===== src/rtl/aibnd_txdrv_pkg.sv =====
// Shared types and default timing constants for the AIB pad driver
// output-enable sequencer.
package aibnd_txdrv_pkg;

    // Sequencer states; 2-bit encoding.
    typedef enum logic [1:0] {
        IDLE     = 2'd0,
        WAIT_ON  = 2'd1,
        DRIVE    = 2'd2,
        WAIT_OFF = 2'd3
    } oe_state_e;

    // Default settle delay before driving, in cycles.
    localparam int DEF_ON_DLY  = 2;
    // Default hi-Z guard time after release, in cycles.
    localparam int DEF_OFF_DLY = 3;
    // Default delay counter width; must hold max(ON_DLY, OFF_DLY).
    localparam int DEF_CNT_W   = 4;

endpackage


===== src/rtl/aibnd_txdrv_oe_seq_if.sv =====
// Signal bundle between the pad-side logic that requests a drive and the
// output-enable sequencer feeding the tri-state inverting driver.
interface aibnd_txdrv_oe_seq_if;

    logic tx_dat;
    logic tx_oe_req;
    logic dat_in;
    logic en;
    logic enb;
    logic oe_ack;
    logic oe_busy;

    // Requester side: drives data and the enable request, observes status.
    modport master (
        output tx_dat,
        output tx_oe_req,
        input  dat_in,
        input  en,
        input  enb,
        input  oe_ack,
        input  oe_busy
    );

    // Sequencer side.
    modport slave (
        input  tx_dat,
        input  tx_oe_req,
        output dat_in,
        output en,
        output enb,
        output oe_ack,
        output oe_busy
    );

endinterface


===== src/rtl/aibnd_dly_cnt.sv =====
// Load/decrement down-counter with a zero flag. Shared between the settle
// delay and the hi-Z guard delay of the output-enable sequencer. It saturates
// at zero instead of wrapping, so a stray decrement can never restart a delay.
module aibnd_dly_cnt #(
    parameter int CNT_W = 4
) (
    input  logic             clk,
    input  logic             rst,
    input  logic             load,
    input  logic [CNT_W-1:0] load_val,
    input  logic             dec,
    output logic             zero
);

    logic [CNT_W-1:0] cnt_q;
    logic [CNT_W-1:0] cnt_d;

    // Next count: a load wins over a decrement; decrement stops at zero.
    always_comb begin
        cnt_d = cnt_q;
        if (load) begin
            cnt_d = load_val;
        end else if (dec && (cnt_q != '0)) begin
            cnt_d = cnt_q - 1'b1;
        end
    end

    // Count register, cleared by reset.
    always_ff @(posedge clk) begin
        if (rst) begin
            cnt_q <= '0;
        end else begin
            cnt_q <= cnt_d;
        end
    end

    assign zero = (cnt_q == '0);

endmodule


===== src/rtl/aibnd_txdrv_oe_seq.sv =====
// Registered output-enable sequencer and data launch stage for the AIB pad
// tri-state inverting driver. Produces the complementary en/enb pair with a
// settle delay before driving and a hi-Z guard after release, giving
// break-before-make on bidirectional turnaround. Data is launched inverted
// so the pad carries tx_dat through the inverting driver.
module aibnd_txdrv_oe_seq
    import aibnd_txdrv_pkg::*;
#(
    parameter int ON_DLY  = DEF_ON_DLY,
    parameter int OFF_DLY = DEF_OFF_DLY,
    parameter int CNT_W   = DEF_CNT_W
) (
    input  logic                 clk,
    input  logic                 rst,
    aibnd_txdrv_oe_seq_if.slave  bus
);

    // Counter load values: a delay of N cycles loads N-1 so the exit decision
    // lands on the Nth edge. Zero delays never load, the value is a dummy.
    localparam logic [CNT_W-1:0] ON_LOAD  = (ON_DLY  > 0) ? CNT_W'(ON_DLY  - 1) : '0;
    localparam logic [CNT_W-1:0] OFF_LOAD = (OFF_DLY > 0) ? CNT_W'(OFF_DLY - 1) : '0;

    oe_state_e        state_q, state_d;
    logic             en_q, en_d;
    logic             enb_q, enb_d;
    logic             oe_ack_q, oe_ack_d;
    logic             oe_busy_q, oe_busy_d;
    logic             dat_in_q, dat_in_d;

    logic             cnt_load;
    logic [CNT_W-1:0] cnt_load_val;
    logic             cnt_dec;
    logic             cnt_zero;

    aibnd_dly_cnt #(
        .CNT_W (CNT_W)
    ) u_dly_cnt (
        .clk      (clk),
        .rst      (rst),
        .load     (cnt_load),
        .load_val (cnt_load_val),
        .dec      (cnt_dec),
        .zero     (cnt_zero)
    );

    // Next-state, counter control and next output values. Outputs are
    // derived from the next state so they register on the same edge as it.
    always_comb begin
        state_d      = state_q;
        cnt_load     = 1'b0;
        cnt_load_val = '0;
        cnt_dec      = 1'b0;

        case (state_q)
            IDLE: begin
                if (bus.tx_oe_req) begin
                    if (ON_DLY == 0) begin
                        state_d = DRIVE;
                    end else begin
                        state_d      = WAIT_ON;
                        cnt_load     = 1'b1;
                        cnt_load_val = ON_LOAD;
                    end
                end
            end
            WAIT_ON: begin
                if (!bus.tx_oe_req) begin
                    state_d = IDLE;
                end else if (cnt_zero) begin
                    state_d = DRIVE;
                end else begin
                    cnt_dec = 1'b1;
                end
            end
            DRIVE: begin
                if (!bus.tx_oe_req) begin
                    if (OFF_DLY == 0) begin
                        state_d = IDLE;
                    end else begin
                        state_d      = WAIT_OFF;
                        cnt_load     = 1'b1;
                        cnt_load_val = OFF_LOAD;
                    end
                end
            end
            WAIT_OFF: begin
                if (cnt_zero) begin
                    state_d = IDLE;
                end else begin
                    cnt_dec = 1'b1;
                end
            end
            default: begin
                state_d = IDLE;
            end
        endcase

        en_d      = (state_d == DRIVE);
        enb_d     = ~en_d;
        oe_ack_d  = en_d;
        oe_busy_d = (state_d != IDLE);
        dat_in_d  = ~bus.tx_dat;
    end

    // State and output registers; reset drops the drive immediately.
    always_ff @(posedge clk) begin
        if (rst) begin
            state_q   <= IDLE;
            en_q      <= 1'b0;
            enb_q     <= 1'b1;
            oe_ack_q  <= 1'b0;
            oe_busy_q <= 1'b0;
            dat_in_q  <= 1'b1;
        end else begin
            state_q   <= state_d;
            en_q      <= en_d;
            enb_q     <= enb_d;
            oe_ack_q  <= oe_ack_d;
            oe_busy_q <= oe_busy_d;
            dat_in_q  <= dat_in_d;
        end
    end

    assign bus.dat_in  = dat_in_q;
    assign bus.en      = en_q;
    assign bus.enb     = enb_q;
    assign bus.oe_ack  = oe_ack_q;
    assign bus.oe_busy = oe_busy_q;

endmodule

===== src/flat_wrapper.sv =====
// flat-port wrapper written by rule: the top's interface ports become plain ports
module aibnd_txdrv_oe_seq_flat import aibnd_txdrv_pkg::*;
#(
    parameter int ON_DLY  = DEF_ON_DLY,
    parameter int OFF_DLY = DEF_OFF_DLY,
    parameter int CNT_W   = DEF_CNT_W
)
  (clk, rst, bus_tx_dat, bus_tx_oe_req, bus_dat_in, bus_en, bus_enb, bus_oe_ack, bus_oe_busy);
  aibnd_txdrv_oe_seq_if bus_i ();
  input  logic clk;
  input  logic rst;
  input wire logic [$bits(bus_i.tx_dat)-1:0] bus_tx_dat;
  input wire logic [$bits(bus_i.tx_oe_req)-1:0] bus_tx_oe_req;
  output wire logic [$bits(bus_i.dat_in)-1:0] bus_dat_in;
  output wire logic [$bits(bus_i.en)-1:0] bus_en;
  output wire logic [$bits(bus_i.enb)-1:0] bus_enb;
  output wire logic [$bits(bus_i.oe_ack)-1:0] bus_oe_ack;
  output wire logic [$bits(bus_i.oe_busy)-1:0] bus_oe_busy;
  assign bus_i.tx_dat = bus_tx_dat;
  assign bus_i.tx_oe_req = bus_tx_oe_req;
  assign bus_dat_in = bus_i.dat_in;
  assign bus_en = bus_i.en;
  assign bus_enb = bus_i.enb;
  assign bus_oe_ack = bus_i.oe_ack;
  assign bus_oe_busy = bus_i.oe_busy;
  aibnd_txdrv_oe_seq #(.ON_DLY(ON_DLY), .OFF_DLY(OFF_DLY), .CNT_W(CNT_W)) u_core (.clk(clk), .rst(rst), .bus(bus_i));
endmodule

===== config.mk =====
export PLATFORM = sky130hd
export DESIGN_NAME = aibnd_txdrv_oe_seq_flat
export DESIGN_NICKNAME = d
export VERILOG_FILES = /design/src/rtl/aibnd_txdrv_pkg.sv /design/src/rtl/aibnd_txdrv_oe_seq_if.sv /design/src/rtl/aibnd_dly_cnt.sv /design/src/rtl/aibnd_txdrv_oe_seq.sv /design/src/flat_wrapper.sv
export SDC_FILE = /design/constraint.sdc
export NUM_CORES = 1
export LEC_CHECK = 0
export ABC_AREA = 1
export CORE_AREA = 2 2 39 41
export CTS_BUF_LIST = sky130_fd_sc_hd__clkbuf_8
export CTS_CLUSTER_SIZE = 40
export DETAILED_ROUTE_END_ITERATION = 6
export DIE_AREA = 0 0 41 43
export PLACE_DENSITY = 0.72
export SETUP_SLACK_MARGIN = 0.4
export SYNTH_ARGS = -nofsm -noshare
export SYNTH_HDL_FRONTEND = slang
export SYNTH_HIERARCHICAL = 1
export SYNTH_SLANG_ARGS = --single-unit

===== constraint.sdc =====
create_clock -name clk -period 1.8 [get_ports clk]
set_input_delay 0.36 -clock clk [delete_from_list [all_inputs] [get_ports clk]]
set_output_delay 0.36 -clock clk [all_outputs]
set_load 0.01 [all_outputs]

-- Yosys cells after proc, flatten, opt, wreduce, memory -nomap -nowiden
Index checks and enable logic that the tools add are counted.
- logic and storage cells: 36
- memories kept: 0
- input bits: 4
- memory bits (read-only): 0
- bits in latches: 0
- bits in registers: 10
- bits in writable memories: 0
- output and inout bits: 5
- div/mod/pow operators: 0
- reduce and logical (&&, ||, !) cells: 6
- $lt $le $gt $ge: 0
- shift operators: 0
- $mul: 0
- eq/ne operators: 4
- add/sub/neg operators: 1
- bitwise operators: 2
- multiplexer cells: 17
- operator list (kind ; count):
    2-to-1 mux 2 bit ; 6
    2-to-1 mux 4 bit ; 2
    case mux 2 bit (4 select lines) ; 1
    case mux 4 bit (2 select lines) ; 1
    == test 2 bit (second input constant) ; 3
    2-to-1 mux 1 bit ; 5
    logical NOT 4 bit ; 1
    case mux 1 bit (2 select lines) ; 2
    nonzero test 2 bit ; 2
    nonzero test 4 bit ; 1
    subtractor 4 x 1 -> 4 bit (second input constant) ; 1
    == test 2 x 1 -> 1 bit (second input constant) ; 1
    logical NOT 2 bit ; 1
    NOT 1 bit ; 2
    logical AND 1 bit ; 1

-- Depth between registers and ports, before layout
Gate-level depths: netlist of the first run.
- word-level depth: 7
- gate-level depth with buffers: 12

-- By module
The synthesis of the first run kept the hierarchy.
- by module, submodules not included (module ; sequential area each (um2) ; area each (um2) ; cells an instance ; times used):
    aibnd_dly_cnt ; 80.1 ; 274.0 ; 41 ; 1
    aibnd_txdrv_oe_seq ; 120.1 ; 256.5 ; 37 ; 1

-- Worst setup path before layout of the first run
OpenSTA, ideal clock, no wires.
- kind: reg-to-reg
- from: register u_core.u_dly_cnt.cnt_q[0]
- to: register u_core.u_dly_cnt.cnt_q[1]
- data arrival time: 1.315 ns
- setup time: 0.116 ns
- stages on the path, launching flop included: 13
- period minus slack after synthesis: 1.431 ns
- buffers on the path: 0
- slack: 0.369 ns
- data required time: 1.684 ns
- cell sequence: dfxtp_1 inv_1 ha_1 nand3_2 inv_1 nor2_2 nand2_1 inv_1 nand2_4 nand2_4 clkinv_2 nor2_1 nor2_1
- cells in the longest elaborated chain, start to end: 6
- elaborated cells on any way between the ends: 10
- classes of those cells: add/sub: 1; mux: 5; reduce/logical: 4
- ends and longest elaborated chain (item ; line ; source):
    start, declared ; aibnd_dly_cnt.sv:15 ; logic [CNT_W-1:0] cnt_q;
    start signal, assigned ; aibnd_dly_cnt.sv:33 ; cnt_q <= cnt_d;
    logical NOT 4 bit (*) ; aibnd_dly_cnt.sv:37 ; assign zero = (cnt_q == '0);
    net u_core.cnt_zero ; aibnd_txdrv_oe_seq.sv:33 ; logic cnt_zero;
    2-to-1 mux 1 bit (*) ; aibnd_txdrv_oe_seq.sv:69, aibnd_txdrv_oe_seq.sv:87 ;
    2-to-1 mux 1 bit ; aibnd_txdrv_oe_seq.sv:67 ; if (!bus.tx_oe_req) begin
    case mux 1 bit (2 select lines) (*) ; aibnd_txdrv_oe_seq.sv:54 ; case (state_q)
    net u_core.cnt_dec ; aibnd_txdrv_oe_seq.sv:32 ; logic cnt_dec;
    logical AND 1 bit (*) ; aibnd_dly_cnt.sv:23 ; end else if (dec && (cnt_q != '0)) begin
    nonzero test 2 bit (no line) (*) ; -- ;
The timed path passes the listed nets; every way through them passes the cells marked *. The select of a mux whose other input is x is not followed.
A chain may end at the register's enable or synchronous reset.

-- Worst setup path after layout of the first run
Same ends and word-level chain as after synthesis.

==> results_dict.tcl, run 1 <==
set metrics [dict create \
    status "completed" \
    slew_viol_final 0 \
    irDropWorstVdd_mv 0.558 \
    slowest_delay_ps 330 \
    dpl-instance-area_um2 644 \
    rsz0062_at_grt "no" \
    start_util_pct 38.3 \
    skew_ps 2.76 \
    setup-tns-final_ps 0 \
    drive_gt1_share_pct 37.5 \
    maxCapViolCount 0 \
    crit_buf_inv 4 \
    hpwl_um 716 \
    dr.pass1.iters 4 \
    r2r_slack_ps 480 \
    cellPowerDensity_mw_per_mm2 1230 \
    yosys_warnings 6 \
    worstSetupPathType "flop to flop" \
    antenna_found_initial 0 \
    overflow 0 \
    fin_cells 112 \
    finalCritPeriodShare_pct 73.3 \
    layout_common_cells "nand2_1 (15), inv_1 (8), dfxtp_1 (8)" \
    critPathMaxFanout 5 \
    clk_pin_slew_ps 50 \
    die_area_mm2 0.00176 \
    detail_route.wirelength_um 965 \
    critPathLaunchType "flop" \
    finish.utilization_pct 56.1 \
    clock_sinks 10 \
    p_leak_nw 0.415 \
    grt_max_degree 7 \
    drtIter0Drc 15 \
    crit_start "u_core/u_dly_cnt/cnt_q[0]$_SDFFE_PP0P_" \
    avgSynthCellArea_um2 6.80 \
    dpl.cell_count 104 \
    endpoint "u_core/u_dly_cnt/cnt_q[1]$_SDFFE_PP0P_" \
    grt_pass1_vias 442 \
    cts_buffers 3 \
    cts_tree "done" \
    io_buffers 8 \
    reg2reg_to "u_core/u_dly_cnt/cnt_q[1]$_SDFFE_PP0P_" \
    ys_seq_area_share_pct 37.7 \
    worstPathRequired_ps 1930 \
    synth_cell_types 19 \
    critPathSlowestCell "dfxtp_2" \
    grt_pass1_wl_um 1540 \
    layout.nets 102 \
    fmax_ghz 0.758 \
    setup_viol 0 \
    reg2reg_depth 12 \
    via_per_inst 4.30 \
    min_path_type "flop to flop" \
    htree_levels 1 \
    core_region_area_mm2 0.00138 \
    postRouteAntennaNets 0 \
    syn-cell-area_um2 531 \
    cp.depth 12 \
    reg2reg_from "u_core/u_dly_cnt/cnt_q[0]$_SDFFE_PP0P_" \
    num_antenna_cells 0 \
    vias 482 \
    period_needed_ps 1320 \
    cts_buffer_depth 2 \
    wl_per_cell_um 8.62 \
    finalHoldViolations 0 \
    syn_inst 78 \
    rows 14 \
    clk_latency_ps 230 \
    gp_congestion 0.691 \
    die_y_um 43 \
    arrival_ps 1450 \
    crit_family "simple AND/OR/NAND/NOR gates" \
    crit_chain "inv_2 > ha_4 > nand3_4 > inv_4 > nor2_4 > nand2_2 > inv_2 > nand2_4 > nand2_4 > inv_4 > nor2_1 > nor2_1" \
    grt_use_total_pct 12.9 \
    die_w_um 41 \
    drc 0 \
    final_common_cell "nand2_1" \
    worstSetupEndpointType "flop" \
    synth_seq_cells 10 \
    cts_root_buf "clkbuf_8" \
    area_delta_synth_final_pct 46.5 \
    final_area_um2 777 \
    ios 9 \
]
[through the flow]
step	hold WS [ps]	setup slack (ps)	total power, mW
after CTS	510	399	0.923
after global routing	524	392	1.03
after global placement	495	151	0.590
final	497	481	0.956
after detailed placement	503	138	0.594
after floorplan	422	423	0.512
[layout make-up]
class                   count  area [um^2]
well taps                  16         20.0
repair buffers             14          121
clock buffers               4         55.1
inverters                  18         75.1
flip-flops and latches     10          203
fillers                   127          607
multi-input cells          50          303
[per-layer routing]
metal  vias to the layer above  GRT usage, %  routed length, um
li1                        268             -                  -
met3                         2          3.14                 17
met2                         7          19.7                476
met4                         0          6.00                 14
met1                       205          16.4                456
met5                         -             0                  0
[synth_stat cells, drive strengths merged]
cell type	instances	area share, %
buf	1	1.4
a21oi	2	2.6
nor2	9	7.3
ha	1	2.4
inv	17	12
o21ai	3	2.8
nand3	9	10
clkinv	1	0.94
nand2	21	18
xor2	1	1.7
o22ai	1	1.2
dfxtp	10	38
conb	1	0.71
or2	1	1.2
[logic make-up after synthesis]
logic type / synth area share, %
AOI/OAI and AO/OA: 6.60
buffers and inverters: 14.4
DFF: 37.7
adders and majority gates: 2.36
other: 0.707
xor gates and xnor gates: 1.65
and+or+nand+nor: 36.6
[power by group]
part           internal, mW  switching (mW)  leakage [nW]  total (mW)
Combinational         0.171           0.215         0.303       0.386
Sequential            0.265          0.0267        0.0832       0.292
Clock                 0.192          0.0857        0.0288       0.278
Total                 0.628           0.328         0.415       0.956
[timing repair]
item,4_1_cts,5_1_grt
hold buffers,0,0
endpoints found under the setup margin,9,5
buffers inserted,3,1
resized for setup,12,13
pin swaps,1,6
[registers in the layout (all words and copies together), names as in the netlist]
name / cells
u_core/bus.oe_busy: 1
u_core/bus.oe_ack: 1
u_core/bus.enb: 1
u_core/bus.dat_in: 1
u_core/u_dly_cnt/cnt_q: 4
u_core/state_q: 2
[worst register-to-register path, delay by kind of cell (launching register included)]
family                   cells  cell delay, ps
adder cells (fa/ha/maj)      1             160
buffers and inverters        4             200
flip-flops                   1             330
AND/OR/NAND/NOR              7             530
[how the worst min path moves through the flow]
stage                                                       from                                     end  slack (ps)  depth (start not counted)
final                     u_core/u_dly_cnt/cnt_q[3]$_SDFFE_PP0P_  u_core/u_dly_cnt/cnt_q[3]$_SDFFE_PP0P_         500                          2
after global routing      u_core/u_dly_cnt/cnt_q[3]$_SDFFE_PP0P_  u_core/u_dly_cnt/cnt_q[3]$_SDFFE_PP0P_         520                          2
after CTS                 u_core/u_dly_cnt/cnt_q[3]$_SDFFE_PP0P_  u_core/u_dly_cnt/cnt_q[3]$_SDFFE_PP0P_         510                          2
after detailed placement  u_core/u_dly_cnt/cnt_q[3]$_SDFFE_PP0P_  u_core/u_dly_cnt/cnt_q[3]$_SDFFE_PP0P_         500                          2
after global placement    u_core/u_dly_cnt/cnt_q[3]$_SDFFE_PP0P_  u_core/u_dly_cnt/cnt_q[3]$_SDFFE_PP0P_         490                          2
after floorplan                                              rst  u_core/u_dly_cnt/cnt_q[3]$_SDFFE_PP0P_         420                          1
Power figures use the tool's default switching activity.
==> inputs of run 2 (changes only) <==
Settings changed: PLACE_DENSITY 0.72 to 0.74.
Clock period 1.8 ns to 1.15 ns, I/O delays scaled along.
==> run 2 against run 1 <==
Net effect: the run now ends with setup timing left; combinational power up 100%; via count up 9.3%; worst hold slack worse by 190 ps; clock skew down 1.6 ps; cell count up 7.1%; sequential share of layout area down 2.4 points; critical path depth unchanged; utilization up 6.4 points; routed wire length up 22%; critical path type unchanged; largest cell class unchanged; largest power group unchanged; highest routed layer is now met3.
==> results_dict.tcl, run 2 (same netlist as run 1, synthesis figures left out) <==
set metrics [dict create \
    reg2reg_depth 12 \
    layout.nets 111 \
    reg_top3 "u_core/u_dly_cnt/cnt_q x4, u_core/state_q x2" \
    antenna_found_initial 0 \
    grt_max_degree 7 \
    die_w_um 41 \
    cts_buffers 3 \
    holdPathEnd "u_core/bus.dat_in$_SDFF_PP1_" \
    p_leak_nw 0.451 \
    arrival_ps 1410 \
    slowest_delay_ps 320 \
    setup_viol 7 \
    fmax_ghz 0.780 \
    pre_cts_ws_ps -384 \
    min_path_type "input port to flop" \
    cts_buffer_depth 2 \
    r2r_slack_ps -130 \
    worstPathRequired_ps 1280 \
    violations "setup timing" \
    cts_tree "done" \
    critPathMaxFanout 5 \
    slew_viol_final 0 \
    num_antenna_cells 0 \
    top_register "u_core/u_dly_cnt/cnt_q" \
    final_area_um2 866 \
    layout_common_cells "nand2_1 (13), buf_4 (13), inv_1 (8)" \
    start_util_pct 38.3 \
    area_delta_synth_final_pct 63.2 \
    reg2reg_from "u_core/u_dly_cnt/cnt_q[0]$_SDFFE_PP0P_" \
    drtIter0Drc 4 \
    hpwl_um 862 \
    clock_sinks 10 \
    dpl-instance-area_um2 747 \
    fin_cells 120 \
    finish.utilization_pct 62.6 \
    drive_gt1_share_pct 53.8 \
    worstSetupEndpointType "flop" \
    grt_pass1_vias 526 \
    critPathSlowestCell "dfxtp_2" \
    finalHoldViolations 0 \
    die_y_um 43 \
    p_total_mw 1.60 \
    reg2reg_to "u_core/u_dly_cnt/cnt_q[3]$_SDFFE_PP0P_" \
    postCtsHoldBufs 0 \
    drc 0 \
    core_region_area_mm2 0.00138 \
    setup-tns-final_ps -619 \
    min_path_cells 3 \
    htree_levels 1 \
    setup_ws_ps -132 \
    vias 527 \
    largest_reg_flops 4 \
    clk_latency_ps 230 \
    irDropWorstVdd_mv 1.03 \
    overflow 0 \
    period_needed_ps 1280 \
    io_buffers 8 \
    hp-start "rst" \
    hold-worst-slack_ps 306 \
    gp_congestion 0.695 \
    cellPowerDensity_mw_per_mm2 1850 \
    postRouteAntennaNets 0 \
    skew_ps 1.17 \
    grt_use_total_pct 15.7 \
    cts_root_buf "clkbuf_8" \
    die_area_mm2 0.00176 \
    clk_pin_slew_ps 50 \
    rsz0062_at_grt "yes" \
    maxCapViolCount 0 \
    wl_per_cell_um 9.83 \
    detail_route.wirelength_um 1180 \
    ios 9 \
    dpl.cell_count 115 \
    grt_pass1_wl_um 1900 \
    crit_chain "inv_2 > ha_4 > nand3_4 > inv_4 > nor2_4 > nand2_2 > inv_2 > nand2_4 > nand2_4 > clkinv_4 > nand2_1 > a21oi_2" \
    dr.pass1.iters 3 \
    via_per_inst 4.39 \
    rows 14 \
    critPathLaunchType "flop" \
    worstSetupPathType "flop to flop" \
    finalCritPeriodShare_pct 111 \
    status "finished with violations" \
]
[run 2: area by class of cell]
| type | instances | area, um^2 |
|---|---|---|
| flip-flops and latches | 10 | 205 |
| multi-input cells | 50 | 325 |
| repair buffers | 23 | 196 |
| fillers | 116 | 518 |
| clock buffers | 3 | 41.3 |
| well taps | 16 | 20.0 |
| inverters | 18 | 77.6 |
[run 2: power by group]
| part | internal (mW) | switching, mW |
|---|---|---|
| registers | 0.418 | 0.0416 |
| clock network | 0.228 | 0.128 |
| logic | 0.388 | 0.398 |
| total | 1.03 | 0.568 |
[run 2: worst max-delay path by stage]
stage / start / endpoint / cells after the start / slack (ps)
final: u_core/u_dly_cnt/cnt_q[0]$_SDFFE_PP0P_ / u_core/u_dly_cnt/cnt_q[3]$_SDFFE_PP0P_ / 12 / -130
after global routing: u_core/u_dly_cnt/cnt_q[0]$_SDFFE_PP0P_ / u_core/u_dly_cnt/cnt_q[3]$_SDFFE_PP0P_ / 12 / -210
after CTS: u_core/u_dly_cnt/cnt_q[1]$_SDFFE_PP0P_ / u_core/u_dly_cnt/cnt_q[3]$_SDFFE_PP0P_ / 11 / -120
after detailed placement: bus_tx_oe_req / u_core/u_dly_cnt/cnt_q[2]$_SDFFE_PP0P_ / 10 / -380
after global placement: bus_tx_oe_req / u_core/u_dly_cnt/cnt_q[2]$_SDFFE_PP0P_ / 10 / -360
after floorplan: u_core/u_dly_cnt/cnt_q[0]$_SDFFE_PP0P_ / u_core/u_dly_cnt/cnt_q[1]$_SDFFE_PP0P_ / 12 / -110
[run 2: repair_timing]
action	in CTS	in global routing
pin swaps	5	4
endpoints found under the setup margin	14	15
gates resized for setup	31	15
buffers inserted	2	0
[run 2: layer usage]
metal	vias up	routed length [um]	GRT usage (%)	part of all wire [%]
met2	5	699	28.7	59
met5	-	0	0	0
li1	282	-	-	-
met3	0	24	3.14	2.0
met1	240	457	16.0	39
met4	0	0	6.00	0
[run 2: critical path: cells and delay by family (launching register included)]
kind | cells | cell delay [ps]
adders and majority gates | 1 | 160
DFF | 1 | 320
and+or+nand+nor | 6 | 430
buffers and inverters | 4 | 210
AOI/OAI and AO/OA | 1 | 50
==> inputs of run 3 (changes only) <==
Settings changed: CELL_PAD_IN_SITES_DETAIL_PLACEMENT set to 0, CELL_PAD_IN_SITES_GLOBAL_PLACEMENT set to 2, CORE_AREA 2 2 39 41 to not set, CORE_MARGIN set to 1, CORE_UTILIZATION set to 26, DIE_AREA 0 0 41 43 to not set, PLACE_DENSITY 0.74 to 0.84, TNS_END_PERCENT set to 30.
==> run 3 against run 2 <==
Net effect: the run still ends with setup timing left; sequential share of layout area down 1.7 points; non-clock buffer count grew 3; clock power up 26%; flip-flop and latch count is the same; worst setup slack improved by 5.1 ps; register-to-register slack is essentially flat; critical path type unchanged; largest cell class unchanged.
==> results_dict.tcl, run 3 (same netlist as run 1, synthesis figures left out) <==
set metrics [dict create \
    status "finished with violations" \
    violations "setup timing" \
    irDropWorstVdd_mv 1.00 \
    p_sw_share_pct 34.8 \
    postCtsHoldBufs 0 \
    worstSetupPathType "flop to flop" \
    grt_max_degree 7 \
    cts_buffer_depth 2 \
    postRouteAntennaNets 0 \
    dpl-instance-area_um2 781 \
    multi_input_area_um2 345 \
    die_y_um 47.2 \
    final_common_cell "buf_4" \
    drtIter0Drc 8 \
    drc 0 \
    fmax_ghz 0.783 \
    start_util_pct 29.1 \
    skew_ps 6.15 \
    min_path_type "input port to flop" \
    finalCritPeriodShare_pct 111 \
    dr.pass1.iters 2 \
    slew_viol_final 0 \
    combPwrFrac_pct 48.1 \
    area_delta_synth_final_pct 74.5 \
    cts_buffers 3 \
    wl_per_cell_um 8.96 \
    arrival_ps 1410 \
    htree_levels 1 \
    setup_viol 8 \
    cellPowerDensity_mw_per_mm2 1870 \
    power_frac_seq_pct 26.1 \
    overflow 0 \
    min_path_cells 5 \
    largest_reg_flops 4 \
    cts_root_buf "clkbuf_8" \
    power.switching_mw 0.602 \
    critPathLaunchType "flop" \
    final_area_um2 926 \
    dpl.cell_count 127 \
    setup_ws_ps -127 \
    vias 541 \
    rsz0062_at_grt "yes" \
    critPathMaxFanout 5 \
    internal_power_mw 1.13 \
    drive_gt1_share_pct 56.5 \
    fillers 187 \
    die_area_mm2 0.00223 \
    layout_common_cells "buf_4 (16), nand2_1 (12), inv_2 (9)" \
    grt_use_total_pct 13.6 \
    hpwl_um 886 \
    clk_latency_ps 240 \
    gp_congestion 0.722 \
    num_antenna_cells 0 \
    period_needed_ps 1280 \
    clock_sinks 10 \
    ios 9 \
    pwr-share-clk_pct 25.8 \
    io_buffers 8 \
    detail_route.wirelength_um 1190 \
    grt_pass1_wl_um 2010 \
    clk_pin_slew_ps 50 \
    finalHoldViolations 0 \
    layout.nets 114 \
    setup-tns-final_ps -781 \
    rows 15 \
    regArea_um2 204 \
    grt_pass1_vias 492 \
    reg2reg_depth 12 \
    cts_tree "done" \
    worstSetupEndpointType "flop" \
    die_w_um 47.2 \
    maxCapViolCount 0 \
    via_per_inst 4.07 \
    core_region_area_mm2 0.00182 \
    reg_top3 "u_core/u_dly_cnt/cnt_q x4, u_core/state_q x2" \
    top_register "u_core/u_dly_cnt/cnt_q" \
    fin_cells 133 \
    antenna_found_initial 0 \
    p_leak_nw 0.483 \
    worstPathRequired_ps 1280 \
]
run 3: what timing repair did:
item / in CTS / in global routing
resized for setup: 30 / 19
pin swaps: 3 / 6
buffers inserted: 1 / 1
endpoints found under the setup margin: 14 / 15
run 3: cell type report:
type	instances	area share, %
inverter	18	8.38
timing repair buffer	26	23.0
clock buffer	4	5.95
sequential	10	22.0
multi-input combinational	50	37.3
tap	25	3.38
run 3: per-layer routing:
layer | routed length (um) | vias to the layer above | GRT usage, % | part of all wire [%]
li1 | - | 293 | - | -
met1 | 569 | 234 | 15.9 | 48
met5 | 0 | - | 0 | 0
met2 | 539 | 10 | 20.3 | 45
met3 | 43 | 4 | 3.85 | 3.6
met4 | 40 | 0 | 12.0 | 3.4
run 3: final timing paths:
| path | start | endpoint | slack [ps] |
|---|---|---|---|
| max | u_core/u_dly_cnt/cnt_q[0]$_SDFFE_PP0P_ | u_core/u_dly_cnt/cnt_q[1]$_SDFFE_PP0P_ | -130 |
| min | bus_tx_oe_req | u_core/state_q[1]$_SDFF_PP0_ | 430 |
| max reg2reg | u_core/u_dly_cnt/cnt_q[0]$_SDFFE_PP0P_ | u_core/u_dly_cnt/cnt_q[1]$_SDFFE_PP0P_ | -130 |
| min reg2reg | u_core/u_dly_cnt/cnt_q[3]$_SDFFE_PP0P_ | u_core/u_dly_cnt/cnt_q[3]$_SDFFE_PP0P_ | 590 |
run 3: stage by stage:
step                      power [mW]  utilization (%)  setup WS (ps)  hold WS, ps
final                           1.73             50.9           -127          433
after global routing            1.84             50.9           -209          482
after CTS                       1.65             47.1           -148          473
after detailed placement        1.15             42.9           -411          599
after global placement          1.14             42.9           -392          585
after floorplan                0.849                -           -112          292
run 3: power by group through the flow:
stage / Combinational, mW / Clock (mW) / Sequential, mW
2_1_floorplan: 0.383 / 0 / 0.466
3_3_place_gp: 0.689 / 0 / 0.452
3_5_place_dp: 0.693 / 0 / 0.455
4_1_cts: 0.732 / 0.464 / 0.451
5_1_grt: 0.914 / 0.472 / 0.457
6_report: 0.830 / 0.447 / 0.451
run 3: worst max-delay path, cell delays in order, from the launching register on:
cell	delay, ps
dfxtp_2	330
inv_2	50
ha_4	160
nand3_4	70
inv_4	40
nor2_4	70
nand2_2	60
inv_2	60
nand2_4	50
nand2_4	110
clkinv_4	60
nor2_2	70
nor2_1	40
